`src/rtl/map_arb_pkg.sv`:
```
// Shared widths, bot FSM states and owner tags for the world-map port arbiter.
package map_arb_pkg;

    localparam int unsigned MAP_ADDR_W = 14;
    localparam int unsigned MAP_DATA_W = 2;

    typedef enum logic [1:0] {
        ST_IDLE     = 2'd0,
        ST_PENDING  = 2'd1,
        ST_INFLIGHT = 2'd2
    } bot_state_t;

    typedef enum logic [1:0] {
        TAG_NONE = 2'd0,
        TAG_VID  = 2'd1,
        TAG_BOT  = 2'd2
    } tag_t;

endpackage

```
`src/rtl/map_arb_tag_pipe.sv`:
```
// Owner-tag delay line that tracks which requester each memory read belongs to.
module map_arb_tag_pipe
    import map_arb_pkg::*;
#(
    parameter int unsigned MEM_LATENCY = 1
) (
    input  logic clk,
    input  logic reset,
    input  tag_t tag_in,
    output tag_t tag_out
);

    localparam int unsigned W = 2 * MEM_LATENCY;

    logic [W-1:0] stage;

    if (MEM_LATENCY == 1) begin : g_one
        always_ff @(posedge clk) begin
            if (reset) stage <= '0;
            else       stage <= tag_in;
        end
    end else begin : g_multi
        always_ff @(posedge clk) begin
            if (reset) stage <= '0;
            else       stage <= {stage[W-3:0], tag_in};
        end
    end

    assign tag_out = tag_t'(stage[W-1 -: 2]);

endmodule

```
`src/rtl/map_port_arbiter.sv`:
```
// Shares one single-port world-map memory between video reads and bot lookups,
// with video priority and a bounded starvation wait for the bot.
module map_port_arbiter
    import map_arb_pkg::*;
#(
    parameter int unsigned MEM_LATENCY  = 1,
    parameter int unsigned STARVE_LIMIT = 2048
) (
    input  logic                  clk,
    input  logic                  reset,
    input  logic                  vid_req,
    input  logic [MAP_ADDR_W-1:0] vid_addr,
    output logic [MAP_DATA_W-1:0] vid_data,
    output logic                  vid_valid,
    input  logic                  bot_req,
    input  logic [MAP_ADDR_W-1:0] bot_addr,
    output logic                  bot_busy,
    output logic                  bot_ack,
    output logic [MAP_DATA_W-1:0] bot_data,
    output logic [MAP_ADDR_W-1:0] mem_addr,
    input  logic [MAP_DATA_W-1:0] mem_data
);

    localparam logic [11:0] LIMIT = 12'(STARVE_LIMIT);

    bot_state_t            state, state_next;
    logic [MAP_ADDR_W-1:0] bot_addr_q;
    logic [MAP_ADDR_W-1:0] last_addr;
    logic [11:0]           wait_cnt;
    logic                  accept, grant_bot, grant_vid;
    tag_t                  tag_in, tag_out;

    always_comb begin
        state_next = state;
        accept     = 1'b0;
        grant_bot  = 1'b0;
        grant_vid  = 1'b0;
        case (state)
            ST_IDLE: begin
                grant_vid = vid_req;
                // The ack cycle is already IDLE, so block re-acceptance explicitly.
                if (bot_req && !bot_ack) begin
                    accept     = 1'b1;
                    state_next = ST_PENDING;
                end
            end
            ST_PENDING: begin
                if (!vid_req || wait_cnt == LIMIT) begin
                    grant_bot  = 1'b1;
                    state_next = ST_INFLIGHT;
                end else begin
                    grant_vid = 1'b1;
                end
            end
            ST_INFLIGHT: begin
                grant_vid = vid_req;
                if (tag_out == TAG_BOT) state_next = ST_IDLE;
            end
            default: state_next = ST_IDLE;
        endcase

        if (grant_bot)      mem_addr = bot_addr_q;
        else if (grant_vid) mem_addr = vid_addr;
        else                mem_addr = last_addr;

        if (grant_bot)      tag_in = TAG_BOT;
        else if (grant_vid) tag_in = TAG_VID;
        else                tag_in = TAG_NONE;
    end

    assign bot_busy = (state != ST_IDLE);

    always_ff @(posedge clk) begin
        if (reset) begin
            state      <= ST_IDLE;
            bot_addr_q <= '0;
            last_addr  <= '0;
            wait_cnt   <= '0;
            vid_data   <= '0;
            vid_valid  <= 1'b0;
            bot_data   <= '0;
            bot_ack    <= 1'b0;
        end else begin
            state     <= state_next;
            last_addr <= mem_addr;
            if (accept) bot_addr_q <= bot_addr;

            if (grant_bot)
                wait_cnt <= '0;
            else if (state == ST_PENDING && vid_req && wait_cnt != LIMIT)
                wait_cnt <= wait_cnt + 12'd1;

            vid_valid <= (tag_out == TAG_VID);
            if (tag_out == TAG_VID) vid_data <= mem_data;
            bot_ack   <= (tag_out == TAG_BOT);
            if (tag_out == TAG_BOT) bot_data <= mem_data;
        end
    end

    map_arb_tag_pipe #(
        .MEM_LATENCY(MEM_LATENCY)
    ) u_tag_pipe (
        .clk    (clk),
        .reset  (reset),
        .tag_in (tag_in),
        .tag_out(tag_out)
    );

endmodule

```
`config.mk`:
```
export PLATFORM = sky130hd
export DESIGN_NAME = map_port_arbiter
export DESIGN_NICKNAME = d
export VERILOG_FILES = /design/src/rtl/map_arb_pkg.sv /design/src/rtl/map_arb_tag_pipe.sv /design/src/rtl/map_port_arbiter.sv
export SDC_FILE = /design/constraint.sdc
export NUM_CORES = 1
export LEC_CHECK = 0
export CAP_MARGIN = 20
export CORE_MARGIN = 2
export CORE_UTILIZATION = 45
export CTS_BUF_LIST = sky130_fd_sc_hd__clkbuf_8
export DETAILED_ROUTE_END_ITERATION = 10
export PLACE_DENSITY_LB_ADDON = 0.12
export SYNTH_ARGS = -nofsm -noshare
export SYNTH_HDL_FRONTEND = slang
export SYNTH_HIERARCHICAL = 1
export SYNTH_SLANG_ARGS = --single-unit
```
`constraint.sdc`:
```
create_clock -name clk -period 2.08 [get_ports clk]
set_input_delay 0.208 -clock clk [delete_from_list [all_inputs] [get_ports clk]]
set_output_delay 0.208 -clock clk [all_outputs]
set_load 0.02 [all_outputs]
```
# Word level (Yosys, flattened, before mapping)

Index checks and enable logic that the tools add are counted.

$add $sub $neg: 1
Eq/ne operators: 9
Muxes and demuxes: 14
Reductions and logical operators: 11

Operators with widths:

| cell                                                                   | count |
|---|---|
| 14-bit two-way mux                                                     | 2 |
| 12-bit by 1-bit adder with 12-bit output (second input constant)       | 1 |
| 12-bit equality test (second input constant)                           | 1 |
| 12-bit inequality test (second input constant)                         | 1 |
| 2-bit two-way mux                                                      | 4 |
| 1-bit two-way mux                                                      | 6 |
| 2-bit inequality test (second input constant)                          | 3 |
| 2-bit case mux with 3 select lines                                     | 1 |
| 2-bit by 1-bit equality test with 1-bit output (second input constant) | 2 |
| 2-bit equality test (second input constant)                            | 2 |
| 2-bit OR reduction                                                     | 2 |
| 1-bit logical AND                                                      | 3 |
| 3-bit AND reduction                                                    | 1 |
| 1-bit zero test                                                        | 2 |
| 2-bit zero test                                                        | 1 |
| 1-bit case mux with 2 select lines                                     | 1 |
| 2-bit nonzero test                                                     | 1 |
| 1-bit logical OR                                                       | 1 |

Bits in registers: 50
Bits of input ports: 34
Output and inout port bits: 21
Logic and storage cells: 45

# Longest topological paths before layout

Gate-level depths: netlist (run 1).

Word-level depth: 6
Depth in mapped cells: 8

# Hierarchy

The synthesis (run 1) kept the hierarchy.

By module, submodules not included:

| module           | times used | cells each | area an instance (µm²) |
|---|---|---|---|
| map_port_arbiter | 1          | 264        | 2272.2 |
| map_arb_tag_pipe | 1          | 4          | 52.6 |

# Least setup slack after synthesis (run 1)

No wires, ideal clock.

Path type: reg-to-output
From: register wait_cnt[0]
To: output port mem_addr[10]
Arrival time: 2.024 ns
Required time: 1.872 ns
Slack: -0.152 ns
Stages on the path, launching flop included: 8
Cells stage by stage: dfxtp_1 > inv_1 > ha_1 > or4b_4 > o31ai_4 > buf_6 > nand3_1 > a31oi_1

Longest elaborated chain between the ends: 6
Elaborated cells between the ends (all ways): 8

RTL lines:

| element                            | RTL line               | source |
|---|---|---|
| start: declaration                 | map_port_arbiter.sv:29 | `logic [11:0] wait_cnt;` |
| start signal: assignment           | map_port_arbiter.sv:91 | `wait_cnt <= wait_cnt + 12'd1;` |
| 12-bit equality test (*)           | map_port_arbiter.sv:48 | `if (!vid_req \|\| wait_cnt == LIMIT) begin` |
| 1-bit logical OR (*)               | map_port_arbiter.sv:48 |  |
| 1-bit two-way mux                  | map_port_arbiter.sv:48 |  |
| 1-bit case mux with 2 select lines | map_port_arbiter.sv:38 | `case (state)` |
| 14-bit two-way mux                 | map_port_arbiter.sv:63 | `else if (grant_vid) mem_addr = vid_addr;` |
| 14-bit two-way mux (*)             | map_port_arbiter.sv:62 | `if (grant_bot) mem_addr = bot_addr_q;` |
| end: declaration                   | map_port_arbiter.sv:20 | `output logic [MAP_ADDR_W-1:0] mem_addr,` |

Every way passes the cells marked *; elsewhere a longest branch is shown, timed or not.

# Worst setup path after layout (run 1)

From: register wait_cnt[0]
To: output port mem_addr[12]

Same word-level chain as after synthesis.

==> out/metrics.csv, run 1 <==
stage,metric,value,unit
routing,DRT Pass-1 Iters,5,
worst_setup_path,Top delay family on crit path,compound AO/OA/AOI/OAI gates,
hold_path,hold depth,3,
routing,vias,2325,
synthesis,Post-synth top flop,dfxtp_1,
floorplan,Core Area,0.00504,mm²
global_routing,initial antenna violation count,0,
clock_tree,Worst-Skew Late Latency,0.30,ns
floorplan,Die Y-Extent,75.9,µm
floorplan,die footprint,0.00576,mm²
synthesis,most numerous cell in the Yosys netlist,dfxtp_1,
synthesis,ys async rst share,0,%
outcome,status,"finished, violations left",
sta,Min Hold Slack,0.442,ns
pwr,PD cells,686,mW/mm²
synthesis,Synth cell types,44,
sta,RSZ-0062 raised after global routing,true,
routing,DRT iter0 DRCs,87,
final_layout,antenna cells,0,
global_routing,gr usage total,24.3,%
clock_tree,Root Driver,clkbuf_8,
global_routing,remaining global-route overflow,0,
synthesis,Syn Inst Count,268,
global_routing,first-pass GRT wire length,10400,µm
sta,Setup Viol. Count Final,14,
worst_setup_path,crit-path max cell delay,0.48,ns
pwr,Worst IR Drop VDD,533,µV
floorplan,Top Ports,55,
clock_tree,clock buffer depth,2,
synthesis,part of the Yosys area used for sequential elements,43.1,%
synthesis,top post-synthesis cells by area,"dfxtp_1 43%, nand2_1 5.3%, a311oi_1 5.3%",
final_layout,share of cells above drive strength 1,33.5,%
floorplan,die outline width,75.9,µm
routing,WL final,6790,µm
sta,worst setup margin,-0.408,ns
place,number of buffers inserted by port buffering,54,
global_routing,vias in the first global route,2205,
synthesis,Post-synth EDFFs,0,
hold_path,Min-Delay Endpoint,bot_addr_q[11]$_SDFFE_PP0P_,
final_layout,Layout Utilization,71.4,%
sta,Fin Setup TNS,-5.10,ns
sta,fin crit period,2.49,ns
worst_setup_path,CP Cell Sequence,"inv_2, ha_4, or4b_4, buf_6, o31a_4, o21ai_2, a31oi_2, buf_4",
routing,Routed wire per std cell,15.9,µm
routing,DRC violations left,0,
worst_setup_path,Required @ worst endpoint,1.87,ns
floorplan,Rows,26,
final_layout,nets@finish,393,
synthesis,Yosys reg bits,50,
clock_tree,CTS Buf Count,5,
hold_path,Hold Startpoint,bot_addr[11],
job,max-cap viol count,0,
worst_setup_path,worst reg2reg path endpoint,last_addr[5]$_SDFF_PP0_,
clock_tree,htree depth,2,
clock_tree,# clock sinks,50,
sta,fin crit share,120,%
worst_setup_path,reg2reg start,wait_cnt[0]$_SDFFE_PP0P_,
place,post-DP HPWL,4290,µm
synthesis,Synth area leader,dfxtp_1,
routing,vias per cell,5.43,
sta,maximum clock rate,402,MHz
pwr,total chip power,2.47,mW
worst_setup_path,Setup CP Type,flip-flop to output port,
worst_setup_path,WP data arrival,2.28,ns
sta,Slew @ Worst Pin,0.500,ns
worst_setup_path,Reg2Reg Setup Slack,0.04,ns
worst_setup_path,Critical Path Sink Type,output port,
final_layout,Area Growth Syn to Fin,54.8,%
synthesis,Post-Syn Area per Cell,8.67,µm²
synthesis,Synthesized Nets,304,
clock_tree,CTS tree,built,
synthesis,post-synth top area share,43.1,%
worst_setup_path,Crit Path Max Fanout,7,
clock_tree,hold_buf cts,0,
routing,ANT nets after route,0,
sta,skew final,0.00993,ns
outcome,failing checks,setup timing,
sta,Rel. slew slack,66.6,%
pwr,Leakage Power,1.37,nW
worst_setup_path,crit path max-delay cell type,or4b_4,
worst_setup_path,CP bufs+invs,3,
clock_tree,Clock transition at path regs,0.10,ns
worst_setup_path,R2R depth,8,
synthesis,synth cell count leaders,"50 x dfxtp_1, 33 x nand2_1, 19 x a21oi_1, 17 x nand3_1, 17 x nor2_1",
synthesis,Mapped Area,0.00232,mm²
sta,Fin. Hold Viols,0,
hold_path,Hold Path Class,primary input to flip-flop,
place,GPL Wtd Cong,0.797,
floorplan,Starting Density,46.1,%
global_routing,largest net degree at the start of global routing,31,
sta,Final Max Slew Viols,0,
worst_setup_path,Startpoint Class,flip-flop,
synthesis,yosys warns,6,
[worst max path at each step]
stage / slack (ns) / end / startpoint / cells after the start
final: -0.41 / mem_addr[12] / wait_cnt[0]$_SDFFE_PP0P_ / 8
after global routing: -0.49 / mem_addr[1] / wait_cnt[0]$_SDFFE_PP0P_ / 8
after CTS: -0.41 / mem_addr[3] / wait_cnt[0]$_SDFFE_PP0P_ / 8
after detailed placement: -0.56 / mem_addr[2] / wait_cnt[0]$_SDFFE_PP0P_ / 7
after global placement: -0.50 / mem_addr[4] / wait_cnt[0]$_SDFFE_PP0P_ / 7
after floorplan: -0.04 / mem_addr[3] / wait_cnt[0]$_SDFFE_PP0P_ / 7
[tightest hold or removal path, cell delays in order]
cell and delay [ns]:
clkdlybuf4s50_1 0.40, nand2_1 0.05, a21oi_1 0.05
[cell type report]
class	instances	area, µm²
Multi-Input combinational cell	197	1470
Fill cell	411	1440
Sequential cell	50	1000
Timing Repair Buffer	99	885
Tap cell	70	87.6
Clock buffer	5	68.8
Clock inverter	3	68.8
Inverter	4	15.0
[cells in the final DEF, fill, tap and decap left out, drive strengths merged, types with 3 or more instances in the layout]
cell            n
nor3           15
clkbuf          5
buf            59
nand4           4
inv             4
dfxtp          50
o21ai          16
nand2          33
or3             3
nand3          18
a311oi         14
xor2            8
nor2           17
mux2i           4
clkdlybuf4s50  40
a31oi          15
nor2b           3
nand2b          3
a21oi          19
[registers in the layout, indices dropped and copies added (netlist names)]
register	flops
bot_ack	1
bot_addr_q	14
bot_data	2
last_addr	14
state	2
u_tag_pipe/tag_out	2
vid_data	2
vid_valid	1
wait_cnt	12
[where the power goes]
part	internal [mW]	switching, mW	leakage, nW
Combinational	0.295	0.322	0.889
Sequential	1.01	0.0279	0.410
Clock	0.482	0.327	0.0683
Total	1.79	0.677	1.37
[metal layers]
| layer | track usage, % | wire length (µm) |
|---|---|---|
| met4 | 8.58 | 119 |
| met5 | 0 | 0 |
| met1 | 30.4 | 2960 |
| met3 | 4.76 | 385 |
| met2 | 41.7 | 3320 |
[stage by stage]
| stage | std cells | worst slack [ns] | instance area, µm² |
|---|---|---|---|
| after floorplan | 268 | -0.0383 | 2440 |
| after global placement | 415 | -0.505 | 3270 |
| after detailed placement | 415 | -0.563 | 3270 |
| after CTS | 430 | -0.414 | 3570 |
| after global routing | 428 | -0.495 | 3600 |
| final | 428 | -0.408 | 3600 |
[repair_timing]
| item | CTS | global route |
|---|---|---|
| cloned | 2 | 0 |
| pin swaps | 12 | 5 |
| endpoints found under the setup margin | 32 | 26 |
| resized for setup | 107 | 14 |
| buffers inserted | 5 | 0 |
[cell families (layout without fill, tap and decap cells)]
group	count (synthesis)	in the layout	synth area share (%)
xor gates and xnor gates	9	9	3.39
adders and majority gates	2	2	1.08
AOI/OAI and AO/OA	68	69	18.8
buffers and inverters	22	111	6.83
and+or+nand+nor	113	113	25.1
DFF	50	50	43.1
muxes	4	4	1.72
Note: power is estimated with default switching activity, not from simulation.
==> inputs of run 2 (changes only) <==
- DONT_BUFFER_PORTS: not set -> 1
==> run 2 against run 1 <==
  * The flow still finishes with violations (setup timing)
  * Total power down 12%
  * Final area down 17%
  * Flip-flop and latch count unchanged
  * Die area unchanged
  * Cell count down 12%
  * Wire length down 15%
==> out/metrics.csv, run 2 (synthesized netlist as in run 1, its figures left out) <==
stage,metric,value,unit,change
pwr,switching share of total power,28.1,%,+0.64 points
final_layout,final instance area,0.00297,mm²,-17%
routing,WL final,5750,µm,-15%
sta,Fin. Hold Viols,0,,unchanged
pwr,Leakage Power,1.12,nW,-18%
worst_setup_path,Critical Path Sink Type,output port,,
place,post-DP HPWL,4010,µm,-6.4%
global_routing,met1 usage in global routing,27.3,%,-3.1 points
pwr,switching pwr,611,µW,-9.7%
final_layout,"commonest non-fill, non-tap cells in the layout","48 x dfxtp_1, 44 x buf_4, 33 x nand2_1, 19 x a21oi_1, 17 x nor2_1",,
final_layout,filler instances,480,,+17%
floorplan,die footprint,0.00576,mm²,unchanged
routing,DRT iter0 DRCs,88,,+1.1%
clock_tree,Worst-Skew Late Latency,0.30,ns,about the same
hold_path,Hold Startpoint,bot_addr[10],,
clock_tree,htree depth,2,,unchanged
worst_setup_path,Setup CP Type,flip-flop to output port,,
pwr,internal power,1.57,mW,-13%
sta,worst setup margin,-0.341,ns,+0.0668 ns
job,max-cap viol count,0,,unchanged
global_routing,first-pass GRT wire length,8690,µm,-17%
global_routing,remaining global-route overflow,0,,unchanged
global_routing,met2 Resource Use GR,31.5,%,-10 points
outcome,failing checks,setup timing,,
worst_setup_path,Crit Path Max Fanout,8,,+1
sta,skew final,0.0117,ns,+0.00174 ns
routing,vias per cell,5.55,,+2.3%
floorplan,Rows,26,,unchanged
hold_path,hold depth,2,,-1
final_layout,final std cells w/o fill,375,,-12%
sta,Setup Viol. Count Final,16,,+2
global_routing,gr usage total,20.3,%,-4.1 points
clock_tree,# clock sinks,50,,unchanged
final_layout,nets@finish,340,,-13%
final_layout,Layout Utilization,58.9,%,-12 points
sta,maximum clock rate,413,MHz,+2.8%
place,Post-DP Area,0.00274,mm²,-16%
final_layout,Area Growth Syn to Fin,27.8,%,
final_layout,antenna cells,0,,unchanged
floorplan,Top Ports,55,,unchanged
place,placed cells,364,,-12%
sta,Min Hold Slack,0.0245,ns,-0.417 ns
pwr,Comb pwr share,21.4,%,-3.6 points
hold_path,Min-Delay Endpoint,bot_addr_q[10]$_SDFFE_PP0P_,,
pwr,Worst IR Drop VDD,369,µV,-31%
routing,ANT nets after route,0,,unchanged
clock_tree,clock buffer depth,2,,unchanged
sta,fin crit period,2.42,ns,-0.0668 ns
worst_setup_path,Startpoint Class,flip-flop,,
routing,DRT Pass-1 Iters,4,,-1
worst_setup_path,reg2reg start,wait_cnt[1]$_SDFFE_PP0P_,,
global_routing,largest net degree at the start of global routing,40,,+29%
sta,Slew @ Worst Pin,0.505,ns,+0.00475 ns
pwr,PD cells,733,mW/mm²,+6.8%
global_routing,GR peak layer,met2,,
sta,fin crit share,116,%,-3.2 points
floorplan,Die Y-Extent,75.9,µm,unchanged
worst_setup_path,Reg2Reg Setup Slack,-0.02,ns,-0.06 ns
worst_setup_path,worst reg2reg path endpoint,last_addr[5]$_SDFF_PP0_,,
global_routing,met3 Use GR,5.95,%,+1.2 points
sta,RSZ-0062 raised after global routing,true,,
final_layout,"commonest non-fill, non-tap cell in the layout",dfxtp_1,,
sta,Fin Setup TNS,-4.13,ns,+0.964 ns
clock_tree,Root Driver,clkbuf_8,,
clock_tree,Clock transition at path regs,0.09,ns,about the same
global_routing,vias in the first global route,1801,,-18%
floorplan,Starting Density,46.1,%,unchanged
routing,DRC violations left,0,,unchanged
pwr,sequential cell fraction of total power,48.1,%,+5.9 points
worst_setup_path,WP data arrival,2.21,ns,-0.07 ns
pwr,Clk pwr share,30.5,%,-2.3 points
global_routing,initial antenna violation count,0,,unchanged
sta,Final Max Slew Viols,0,,unchanged
final_layout,share of cells above drive strength 1,29.5,%,-4.0 points
routing,vias,2083,,-10%
floorplan,die outline width,75.9,µm,unchanged
routing,Routed wire per std cell,15.3,µm,-3.4%
place,number of buffers inserted by port buffering,0,,-100%
worst_setup_path,Required @ worst endpoint,1.87,ns,about the same
final_layout,largest registers,"bot_addr_q x14, last_addr x14, wait_cnt x12",,
outcome,status,"finished, violations left",,
floorplan,Core Area,0.00504,mm²,unchanged
hold_path,Hold Path Class,primary input to flip-flop,,
sta,Rel. slew slack,66.1,%,-0.55 points
clock_tree,CTS Buf Count,5,,unchanged
place,GPL Wtd Cong,0.811,,+1.7%
clock_tree,CTS tree,built,,
worst_setup_path,R2R depth,8,,unchanged
[run 2: cell types whose count changed in the layout (fill, tap and decap cells not counted), moves of 3 or more]
cell	previous run	this run
clkdlybuf4s50_1	40	0
o21ai_2	9	1
buf_4	51	44
buf_6	5	0
nand3_1	6	11
o21ai_1	3	8
nand3_4	3	0
o21ai_0	2	5
[run 2: final cells by class]
class,instances,area [µm²],area share [%]
inverters,4,15.0,0.505
flip-flops and latches,50,1000,33.8
repair buffers,47,390,13.1
multi-input cells,196,1370,46.1
clock buffers,5,68.8,2.32
well taps,70,87.6,2.95
clock inverters,3,37.5,1.26
[run 2: worst max path at each step]
stage	start	endpoint	slack (ns)
after floorplan	wait_cnt[0]$_SDFFE_PP0P_	mem_addr[3]	-0.04
after global placement	wait_cnt[0]$_SDFFE_PP0P_	mem_addr[12]	-0.09
after detailed placement	wait_cnt[0]$_SDFFE_PP0P_	mem_addr[12]	-0.13
after CTS	wait_cnt[1]$_SDFFE_PP0P_	mem_addr[12]	-0.34
after global routing	wait_cnt[1]$_SDFFE_PP0P_	mem_addr[12]	-0.43
final	wait_cnt[1]$_SDFFE_PP0P_	mem_addr[12]	-0.34
[run 2: per-layer routing]
metal | part of all wire, % | wire length, µm
met1 | 46 | 2650
met2 | 47 | 2700
met3 | 5.9 | 337
met4 | 1.1 | 61
met5 | 0 | 0
[run 2: stage by stage]
step / setup slack (ns) / total power [mW]
after floorplan: -0.0383 / 1.38
after CTS: -0.342 / 2.18
after global routing: -0.427 / 2.29
final: -0.341 / 2.18
after global placement: -0.0937 / 1.49
after detailed placement: -0.134 / 1.49
[run 2: timing repair]
action | 4_1_cts | 5_1_grt
hold buffers | 1 | 0
endpoints found under the hold margin | 39 | 0
gates cloned | 0 | 0
buffers inserted | 1 | 1
gates resized for setup | 13 | 7
pin swaps | 8 | 0
endpoints found under the setup margin | 20 | 19
[run 2: power by group through the flow]
| stage | registers, mW | logic [mW] | clock network (mW) |
|---|---|---|---|
| finish | 1.05 | 0.465 | 0.663 |
| global placement | 1.07 | 0.421 | 0 |
| floorplan | 1.06 | 0.317 | 0 |
| CTS | 1.05 | 0.454 | 0.684 |
| detailed placement | 1.07 | 0.424 | 0 |
| global route | 1.05 | 0.505 | 0.735 |
[run 2: critical path, cell delays in order, from the launching register on]
cell	delay, ns
dfxtp_2	0.33
inv_2	0.06
ha_4	0.12
or4b_4	0.49
o31a_4	0.34
buf_12	0.15
o21ai_4	0.15
a31oi_2	0.09
buf_4	0.17
